==> src/rtl/timer_tick_driver.sv <==
// -----------------------------------------------------------------------------
// timer_tick_driver
//
// Controller for the countdown digit timer. It issues the one-cycle load pulse
// (reconfig), derives the one-second decrement strobe (OneSecTimer) from clk,
// and stops the countdown when the digit timer reports TimeOut. It also reports
// run/expired status to the game access controller.
//
// Parameters:
//   TICKS_PER_SEC  clk cycles per one-second strobe (2 .. 2^32-1)
//   CNT_W          prescaler width, 2^CNT_W must exceed TICKS_PER_SEC
//
// Ports:
//   clk          in   system clock, rising edge
//   rst          in   synchronous active-high reset
//   start        in   one-cycle request to begin a countdown
//   abort        in   one-cycle request to cancel a running countdown
//   TimeOut      in   level from digit timer, high when count reached zero
//   pause        in   (TIMER_TICK_PAUSE_EN only) freeze prescaler while in RUN
//   reconfig     out  one-cycle load pulse to the digit timer
//   OneSecTimer  out  one-cycle decrement strobe to the digit timer
//   running      out  high while a countdown is active
//   expired      out  high after a countdown ended by TimeOut
//
// Optional feature macro: TIMER_TICK_PAUSE_EN adds the pause input.
//
// All outputs are registered: each is computed from the next state and next
// prescaler value, so there is no combinational path from any input.
// -----------------------------------------------------------------------------
`timescale 1ns/1ps

module timer_tick_driver #(
  parameter int unsigned TICKS_PER_SEC = 50000000,
  parameter int unsigned CNT_W         = 32
) (
  input  logic clk,
  input  logic rst,
  input  logic start,
  input  logic abort,
  input  logic TimeOut,
`ifdef TIMER_TICK_PAUSE_EN
  input  logic pause,
`endif
  output logic reconfig,
  output logic OneSecTimer,
  output logic running,
  output logic expired
);

  localparam logic [1:0] S_IDLE = 2'd0;
  localparam logic [1:0] S_LOAD = 2'd1;
  localparam logic [1:0] S_RUN  = 2'd2;
  localparam logic [1:0] S_DONE = 2'd3;

  // Prescaler value held during the strobe cycle.
  localparam logic [CNT_W-1:0] LAST = CNT_W'(TICKS_PER_SEC - 1);

  logic [1:0]       state;
  logic [1:0]       state_nxt;
  logic [CNT_W-1:0] cnt;
  logic [CNT_W-1:0] cnt_nxt;
  logic             advance;
  logic             hold;
  logic             strobe_nxt;

`ifdef TIMER_TICK_PAUSE_EN
  assign hold = pause;
`else
  assign hold = 1'b0;
`endif

  always_comb begin
    state_nxt = state;
    cnt_nxt   = cnt;
    advance   = 1'b0;
    case (state)
      S_IDLE, S_DONE: begin
        // abort has no meaning here, so start always wins
        if (start) state_nxt = S_LOAD;
      end
      S_LOAD: begin
        state_nxt = S_RUN;
        cnt_nxt   = '0;
      end
      S_RUN: begin
        // priority: abort, then TimeOut, then normal counting
        if (abort) begin
          state_nxt = S_IDLE;
        end else if (TimeOut) begin
          state_nxt = S_DONE;
        end else if (!hold) begin
          advance = 1'b1;
          cnt_nxt = (cnt == LAST) ? '0 : cnt + CNT_W'(1);
        end
      end
      default: state_nxt = S_IDLE;
    endcase
  end

  // Strobe only on arrival at LAST; a frozen prescaler sitting at LAST does
  // not re-issue it, and leaving RUN suppresses it.
  assign strobe_nxt = advance && (cnt_nxt == LAST);

  always_ff @(posedge clk) begin
    if (rst) begin
      state       <= S_IDLE;
      cnt         <= '0;
      reconfig    <= 1'b0;
      OneSecTimer <= 1'b0;
      running     <= 1'b0;
      expired     <= 1'b0;
    end else begin
      state       <= state_nxt;
      cnt         <= cnt_nxt;
      reconfig    <= (state_nxt == S_LOAD);
      OneSecTimer <= strobe_nxt;
      running     <= (state_nxt == S_RUN);
      expired     <= (state_nxt == S_DONE);
    end
  end

  a_no_overlap: assert property (@(posedge clk) disable iff (rst)
    !(reconfig && OneSecTimer));
  a_strobe_in_run: assert property (@(posedge clk) disable iff (rst)
    OneSecTimer |-> running);
  a_exp_not_run: assert property (@(posedge clk) disable iff (rst)
    !(expired && running));

endmodule
==> config.mk <==
export PLATFORM = sky130hd
export DESIGN_NAME = timer_tick_driver
export DESIGN_NICKNAME = d
export VERILOG_FILES = /design/src/rtl/timer_tick_driver.sv
export SDC_FILE = /design/constraint.sdc
export NUM_CORES = 1
export LEC_CHECK = 0
export ABC_CLOCK_PERIOD_IN_PS = 8800
export BUFFER_PORTS_ARGS = -buffer_cell sky130_fd_sc_hd__buf_2
export CORE_UTILIZATION = 66
export DETAILED_ROUTE_END_ITERATION = 12
export GPL_ROUTABILITY_DRIVEN = 0
export PLACE_DENSITY = 0.91
export SYNTH_ARGS = -nofsm -noshare
export SYNTH_HDL_FRONTEND = slang
export SYNTH_SLANG_ARGS = --single-unit
==> constraint.sdc <==
create_clock -name clk -period 8.8 [get_ports clk]
set_clock_uncertainty 0.1 [all_clocks]
set_input_delay 0 -clock clk [delete_from_list [all_inputs] [get_ports clk]]
set_output_delay 0 -clock clk [all_outputs]
set_load 0.03 [all_outputs]
* Yosys cells after proc, flatten, opt, wreduce, memory -nomap -nowiden
Cells that the tools add are included. Widths: inputs -> output; s select.
Operators by class: muxes and demuxes 11, add/sub/neg operators 1, reduce and logical (&&, ||, !) cells 3, equality and inequality tests 8
Operator list (count):
- $mux 32 | 3
- $eq 32x26->1 const B | 2
- $pmux 32 s2 | 1
- $add 32x1->32 const B | 1
- $eq 2x2->1 const B | 4
- $mux 2 | 3
- $pmux 2 s3 | 1
- $eq 2x1->1 const B | 2
- $mux 1 | 3
- $logic_not 2->1 | 1
- $reduce_or 2->1 | 1
- $logic_and 1x1->1 | 1
Word-level totals: input port bits 5, flip-flop bits (word level) 38

* Depth between registers and ports, before layout
Gate-level depths: netlist (run 1).
word-level depth 7, mapped depth 10, gate-level depth less buffers 9

* Worst setup path after synthesis (run 1)
No wires, ideal clock.
kind reg2reg, start point register state[0], end point register OneSecTimer, arrival 2.842 ns, stages on the path, launching flop included 10, setup slack 5.754 ns, path buffers 0, cell sequence dfxtp_1 -> inv_1 -> ha_1 -> or4b_4 -> or3_1 -> a2111o_1 -> or4b_4 -> nor3_2 -> nand4_1 -> a2111oi_2
On the way: cells in the longest elaborated chain, start to end 4, elaborated cells between the ends (all ways) 6
Ends and longest elaborated chain:
- start, declared | line 58 | logic [1:0] state;
- start signal, assigned | line 113 | state <= state_nxt;
- $eq 2x2->1 or $eq 2x1->1 (tied branches) | line 76 | case (state)
- $pmux 32 s2 | line 76
- $eq 32x26->1 | line 102 | assign strobe_nxt = advance && (cnt_nxt == LAST);
- $logic_and 1x1->1 * | line 102
- end signal, assigned | line 116 | OneSecTimer <= strobe_nxt;
- end, declared | line 45 | output logic OneSecTimer,
Every way passes the cells marked *; elsewhere a longest branch is shown, timed or not. A chain may end at the register's enable or synchronous reset.

* Worst setup path in the final report (run 1)
Same ends and word-level chain as after synthesis.

==> results of run 1 <==
logic make-up after synthesis:
group	count (synthesis)	synth area share [%]
xor gates and xnor gates	23	8.20
muxes	4	1.73
AOI/OAI and AO/OA	62	15.6
adders and majority gates	3	1.53
DFF	38	31.0
and+or+nand+nor	166	35.4
buffers and inverters	32	6.57
where the power goes:
part	total, mW	switching (mW)	internal, mW
clock network	0.111	0.0568	0.0545
logic	0.150	0.104	0.0465
registers	0.184	0.00351	0.180
stage by stage:
| stage | setup WS, ps | cell area [µm²] |
|---|---|---|
| finish | 5450 | 2520 |
| global route | 5280 | 2520 |
| CTS | 5460 | 2520 |
| detailed placement | 5480 | 2450 |
| global placement | 5540 | 2450 |
| floorplan | 5750 | 2460 |
synthesized netlist by cell type, types with 4 or more instances:
| master | instances | area share [%] |
|---|---|---|
| xor2_1 | 8 | 2.9 |
| nand4_1 | 16 | 4.1 |
| nor2_1 | 43 | 6.6 |
| a22oi_1 | 4 | 1.2 |
| o31ai_1 | 4 | 1.2 |
| nor3_1 | 14 | 2.9 |
| a31oi_1 | 4 | 1.0 |
| buf_6 | 4 | 1.8 |
| nand3_1 | 19 | 3.9 |
| o21ai_0 | 19 | 3.9 |
| nor4_1 | 8 | 2.0 |
| or3_1 | 10 | 2.5 |
| nand3b_1 | 4 | 1.2 |
| nand2_1 | 24 | 3.7 |
| and2_1 | 6 | 1.5 |
| clkbuf_1 | 12 | 1.8 |
| dfxtp_1 | 38 | 31 |
| a21oi_1 | 17 | 3.5 |
| xnor2_1 | 15 | 5.3 |
| and3_1 | 5 | 1.3 |
| inv_1 | 11 | 1.7 |
state kept, by name, indices dropped and copies added, names as in the netlist:
signal	cells
state	2
reconfig	1
cnt	32
running	1
OneSecTimer	1
expired	1
metal layers:
layer / GRT usage [%] / routed length [µm]
met1: 41.2 / 2440
met2: 51.2 / 2710
met3: 8.39 / 548
met4: 11.9 / 159
met5: 0 / 0
how the worst max path moves through the flow:
stage	start	endpoint	slack, ps	cells past startpoint
after floorplan	state[0]	OneSecTimer	5750	9
after global placement	state[0]	OneSecTimer	5540	10
after detailed placement	state[0]	OneSecTimer	5480	10
after CTS	state[0]	OneSecTimer	5460	10
after global routing	state[0]	OneSecTimer	5280	10
final	state[0]	OneSecTimer	5450	10
worst max-delay path, delay by kind of cell, from the launching register on:
family	cells	cell delay, ps
and+or+nand+nor	5	1620
AOI/OAI and AO/OA	2	640
DFF	1	330
buffers and inverters	2	290
adders and majority gates	1	280
cell type report:
type	count	area [µm²]	share of cell area, %
Timing Repair Buffer	10	55.1	2.18
Clock buffer	7	76.3	3.02
Inverter	11	41.3	1.64
Sequential cell	38	761	30.1
Tap cell	46	57.6	2.28
Multi-Input combinational cell	258	1530	60.8
==> impl_metrics.toml, run 1 <==
[cells_and_area]
fin_util_pct = 73.4
fillers = 258
layout-drive-gt1-share_pct = 7.72
finalNetCount = 332
final_cells = 370
synthToLayoutAreaGrowth_pct = 2.80
final_common_cell = "nor2_1"
diodes = 0
layout_common_cells = "nor2_1, dfxtp_1, nand2_1"

[worst_setup_path]
r2r_slack_ps = 5450
reg2reg_to = "OneSecTimer"
end_kind = "register"
reg2reg_depth = 10
crit_fanout = 32
rr_startpoint = "state[0]"
max_stage_delay_ps = 530
start_kind = "register"
worstSetupPathType = "register to register"
cp.arrival_ps = 3440
cp_common_cell = "or4b_4"
path_cells = "inv_1 -> ha_1 -> buf_4 -> or4b_4 -> or3_1 -> a2111o_1 -> or4b_4 -> nor3_2 -> nand4_1 -> a2111oi_2"
crit_required_ps = 8890
cpMaxStageDelayCell = "or4b_4"

[die]
num_rows = 21
ios = 9
start_util_pct = 71.4
dieHeight_um = 63.0
die_width_um = 63.0
die_area_mm2 = 0.00397
coreArea_mm2 = 0.00344

[grt]
overflow = 0
grt_first_pass_wirelength_um = 10100
grt_usage_pct = 32.1
grt_max_degree = 33
grt_pass1_vias = 2211
antenna_found_initial = 0

[cts]
h-tree-depth = 2
clkLatencyLatePin_ps = 290
postCtsSetupBuffers = 0
cts_tree = "built"
cts_buffers = 5
root_buffer = "clkbuf_8"
cts_hold_buf = 0
ctsLongestPathBuffers = 2
cts-resized-gates = 0
clk_pin_slew_ps = 70
clock_sinks = 38

[sta]
hold-worst-slack_ps = 18.8
grt_setup_unrepaired = "false"
setup_viol = 0
relSlewSlack_pct = 50.2
hold_violations = 0
min_period_ps = 3350
fin_tns_setup_ps = 0
worstMarginPinSlew_ps = 745
maxSlewViolCount = 0
fin_crit_sh_pct = 38.0
timing.fmax_mhz = 299

[placement]
dp_hpwl_um = 4210
placedCellCount = 363
port_buffers = 8

[hold_path]
hold_path_depth = 2
hp-start = "rst"
min_path_type = "primary input to register"
holdPathEnd = "cnt[0]"

[yosys]
ys_seq_elements = 38
synth_edf_count = 0
ys_async_sr_fraction_pct = 0
avgSynthCellArea_um2 = 7.49
yosysUniqueCellTypes = 48
synth_warnings = 0
yosysSeqAreaShare_pct = 31.0
synthFlopType = "dfxtp_1"
syn_inst = 328
syn_nets = 336
netlist_area_mm2 = 0.00246

[pwr]
p_total_uw = 445
powerDensity_mw_per_mm2 = 176
peakVddDrop_mv = 0.276
p_leak_nw = 0.823

[drt]
drt_iter0_markers = 286
via_count = 2447
routed_wl_um = 5860
final_antenna_net_count = 0
drt_pass1_iterations = 5
via_per_inst = 6.61
drc = 0
post_drt_wl_per_cell_um = 15.8

[run]
maxCapViolations = 0

[outcome]
outcome = "complete, no violations"
Power figures use the tool's default switching activity.
==> run 2: changes to the inputs <==
Settings changed: ABC_CLOCK_PERIOD_IN_PS 8800 to 3270, CORE_UTILIZATION 66 to 62, PLACE_DENSITY 0.91 to 0.87.
Clock period 8.8 ns to 3.27 ns, I/O delays scaled along.
==> run 2 against run 1 <==
  * The flow now finishes with violations (hold timing)
  * Utilization shrank 3.7 points
  * Largest cell class unchanged
  * Flip-flop and latch count is the same
  * Routed wire length grew 1.7%
  * Worst setup slack lost 5300 ps
  * First-iteration DRC count shrank 20%
  * Sequential power grew to 2.7 times the previous value
  * Combinational power grew to 3.0 times the previous value
  * Via count shrank 0.16%
  * Register-to-register slack lost 5300 ps
  * Fmax grew 7.8%
==> impl_metrics.toml, run 2 (synthesis results as in run 1) <==
[sta]
setup_viol = 0
hold-worst-slack_ps = -2.20
maxSlewViolCount = 0
timing.fmax_mhz = 322
fin_tns_setup_ps = 0
relSlewSlack_pct = 44.6
fin_crit_sh_pct = 94.9
worstMarginPinSlew_ps = 828
hold_violations = 1
min_period_ps = 3100

[pwr]
p_total_mw = 1.25
powerDensity_mw_per_mm2 = 481
peakVddDrop_mv = 0.387
p_leak_nw = 0.867

[worst_setup_path]
crit_fanout = 3
worstSetupPathType = "register to register"
cpMaxStageDelayCell = "or4b_4"
cp.arrival_ps = 3200
timing.critical_path.buf_inv = 1
reg2reg_to = "OneSecTimer"
max_stage_delay_ps = 520
reg2reg_depth = 9
r2r_slack_ps = 170
end_kind = "register"
path_delay_family = "simple AND/OR/NAND/NOR gates"
endpoint = "OneSecTimer"
cp_common_cell = "or4b_4"
crit_start = "state[0]"
start_kind = "register"
crit_cells = 9
rr_startpoint = "state[0]"
crit_required_ps = 3370
path_cells = "inv_2 -> ha_4 -> or4b_4 -> or3_4 -> a2111o_1 -> or4b_4 -> nor3_2 -> nand4_1 -> a2111oi_2"

[cts]
clock_sinks = 38
h-tree-depth = 2
cts_tree = "built"
clkLatencyLatePin_ps = 300
cts_buffers = 5
ctsLongestPathBuffers = 2
root_buffer = "clkbuf_8"
clk_pin_slew_ps = 70

[die]
num_rows = 22
die_width_um = 64.9
start_util_pct = 65.6
coreArea_mm2 = 0.00374
dieHeight_um = 64.9
ios = 9
die_area_mm2 = 0.00422

[grt]
use_met2_pct = 47.3
overflow = 0
antenna_found_initial = 0
grt_max_degree = 32
grt_first_pass_wirelength_um = 10100
grt_pass1_vias = 2187
use_met3_pct = 8.63
met1_usage_pct = 41.1
grt_usage_pct = 31.2
top_usage_layer = "met2"

[drt]
routed_wl_um = 5960
via_per_inst = 6.43
drt_iter0_markers = 228
drc = 0
drt_pass1_iterations = 5
final_antenna_net_count = 0
post_drt_wl_per_cell_um = 15.7
via_count = 2443

[cells_and_area]
layout_common_cells = "nor2_1, dfxtp_1, nand2_1"
synthToLayoutAreaGrowth_pct = 6.16
finalNetCount = 340
largest_reg_flops = 32
largestRegisters = "cnt x32, state x2"
layout-drive-gt1-share_pct = 11.4
diodes = 0
multi_input_area_mm2 = 0.00155
fillers = 331
ff_latch_area_um2 = 763
final_common_cell = "nor2_1"
regMostFlops = "cnt"

[run]
maxCapViolations = 0

[placement]
dp_hpwl_um = 4230
port_buffers = 8

[outcome]
violations = "hold timing"
outcome = "finished, violations left"

[hold_path]
min_path_type = "primary input to register"
hp-start = "rst"
## run 2: repair_timing
| item | CTS | global route |
|---|---|---|
| endpoints found under the setup margin | 0 | 1 |
| hold buffers | 0 | 0 |
| resized for setup | 0 | 5 |
| setup buffers | 0 | 1 |
## run 2: through the flow
step           worst slack (ps)  instance area [µm²]  utilization (%)  cells
3_3_place_gp                222                 2500             66.9    372
4_1_cts                     146                 2580             68.9    379
3_5_place_dp                165                 2500             66.9    372
5_1_grt                   -17.5                 2610             69.7    380
6_report                    166                 2610             69.7    380
2_1_floorplan               224                 2460                -    328
## run 2: where the power goes
group | switching, mW | internal, mW
Combinational | 0.301 | 0.149
Clock | 0.159 | 0.147
Sequential | 0.0119 | 0.488
## run 2: area by class of cell
class / count / area share [%]
Clock buffer: 7 / 2.93
Timing Repair Buffer: 18 / 4.41
Multi-Input combinational cell: 258 / 59.5
Inverter: 11 / 1.58
Tap cell: 48 / 2.30
Sequential cell: 38 / 29.3
## run 2: worst min-delay path by stage
stage	cells after the start	slack, ps	end
2_1_floorplan	1	-20	cnt[6]
3_3_place_gp	2	300	cnt[8]
3_5_place_dp	4	310	reconfig
4_1_cts	2	2	cnt[0]
5_1_grt	2	10	cnt[1]
6_report	2	-2	cnt[0]
## run 2: routing by layer
metal  vias to the layer above  wire [µm]
li1                       1182          -
met1                      1123       2640
met2                       123       2630
met3                        15        558
met4                         0        135
met5                         -          0
==> run 3: changes to the inputs <==
Settings changed: CORE_UTILIZATION 62 to 50, PLACE_DENSITY 0.87 to 0.67, SLEW_MARGIN set to 10.
==> run 3 against run 2 <==
  * The flow now finishes without violations
  * Sequential power barely moved
  * Global-route usage fell by 5.5 points
  * First-iteration DRC count fell by 24%
  * Via count fell by 1.6%
  * Count of clock-buffer cells in the layout fell by 1
  * Hold slack improved by 6.2 ps
  * Flip-flop and latch count did not move
  * Cell count rose by 5.5%
  * Clock power rose by 12%
  * Sequential share of layout area fell by 0.73 points
==> impl_metrics.toml, run 3 (synthesis results as in run 1) <==
[worst_setup_path]
worstSetupPathType = "register to register"
reg2reg_to = "OneSecTimer"
crit_required_ps = 3370
crit_fanout = 3
reg2reg_depth = 8
start_kind = "register"
cp.arrival_ps = 3250
rr_startpoint = "state[1]"
end_kind = "register"
endpoint = "OneSecTimer"
r2r_slack_ps = 120
crit_start = "state[1]"

[die]
dieHeight_um = 72.1
num_rows = 25
coreArea_mm2 = 0.00472
die_area_mm2 = 0.00520
ios = 9
die_width_um = 72.1
start_util_pct = 52.0

[pwr]
powerDensity_mw_per_mm2 = 479
p_leak_nw = 0.897
p_total_mw = 1.28
peakVddDrop_mv = 0.535

[cts]
h-tree-depth = 2
cts_buffers = 5
postCtsSetupBuffers = 0
ctsLongestPathBuffers = 2
root_buffer = "clkbuf_8"
clkLatencyLatePin_ps = 290
clock_sinks = 38
cts_tree = "built"
clk_pin_slew_ps = 80
cts_hold_buf = 0

[cells_and_area]
layout_common_cells = "nor2_1, dfxtp_1, nand2_1"
final_cells = 401
finalNetCount = 341
largestRegisters = "cnt x32, state x2"
largest_reg_flops = 32
layout-drive-gt1-share_pct = 12.6
regMostFlops = "cnt"
fin_util_pct = 56.5
final_common_cell = "nor2_1"
diodes = 0
synthToLayoutAreaGrowth_pct = 8.71

[hold_path]
min_path_type = "primary input to register"

[drt]
final_antenna_net_count = 0
drt_pass1_iterations = 5
drc = 0
via_count = 2404
via_per_inst = 6.00
drt_iter0_markers = 173
routed_wl_um = 6150
post_drt_wl_per_cell_um = 15.3

[sta]
maxSlewViolCount = 0
min_period_ps = 3150
relSlewSlack_pct = 61.8
setup_viol = 0
hold_violations = 0
hold-worst-slack_ps = 3.95
worstMarginPinSlew_ps = 568
fin_crit_sh_pct = 96.4
timing.fmax_mhz = 317
fin_tns_setup_ps = 0

[run]
maxCapViolations = 0

[placement]
port_buffers = 8
dp_hpwl_um = 4490
placedCellCount = 393

[grt]
grt_usage_pct = 25.8
overflow = 0
grt_first_pass_wirelength_um = 10300
grt_pass1_vias = 2122
grt_max_degree = 32
antenna_found_initial = 0

[outcome]
outcome = "complete, no violations"
run 3: worst max-delay path, stage by stage (launching register included):
cell	delay [ps]
dfxtp_1	410
ha_4	230
or4b_4	500
or3_4	340
a2111o_1	410
or4b_4	540
nor3_4	120
nand4_1	120
a2111oi_2	290
run 3: worst min-delay path by stage:
stage / start / end / slack, ps / depth (start not counted)
after floorplan: rst / cnt[6] / -20 / 1
after global placement: rst / cnt[9] / 310 / 2
after detailed placement: start / reconfig / 320 / 4
after CTS: start / reconfig / 7 / 4
after global routing: rst / cnt[16] / 10 / 2
final: rst / cnt[8] / 4 / 2
run 3: per-layer routing:
metal / vias up / share of wire [%] / global-route usage (%)
met5: - / 0 / 0
met4: 0 / 1.9 / 11.1
met3: 12 / 6.1 / 5.14
met2: 85 / 44 / 37.2
met1: 1118 / 48 / 37.2
li1: 1189 / - / -
run 3: cell type report:
cell class              count  area, µm²
well taps                  67       83.8
repair buffers             19        123
inverters                  11       41.3
multi-input cells         258       1570
fillers                   445       2050
clock buffers               6       82.6
clock inverters             2       12.5
flip-flops and latches     38        762
run 3: timing repair:
item	CTS	global route
endpoints found under the setup margin	0	1
endpoints found under the hold margin	0	0
gates resized for setup	0	5
run 3: power breakdown:
part / leakage (nW) / switching [mW] / internal, mW
registers: 0.307 / 0.0128 / 0.486
clock network: 0.0472 / 0.171 / 0.169
logic: 0.543 / 0.291 / 0.148
total: 0.897 / 0.475 / 0.804
run 3: per-stage QoR:
step	setup WS (ps)	cell area, µm²
after floorplan	224	2460
after global placement	209	2550
after detailed placement	128	2550
after CTS	99.1	2650
after global routing	-5.99	2670
final	118	2670
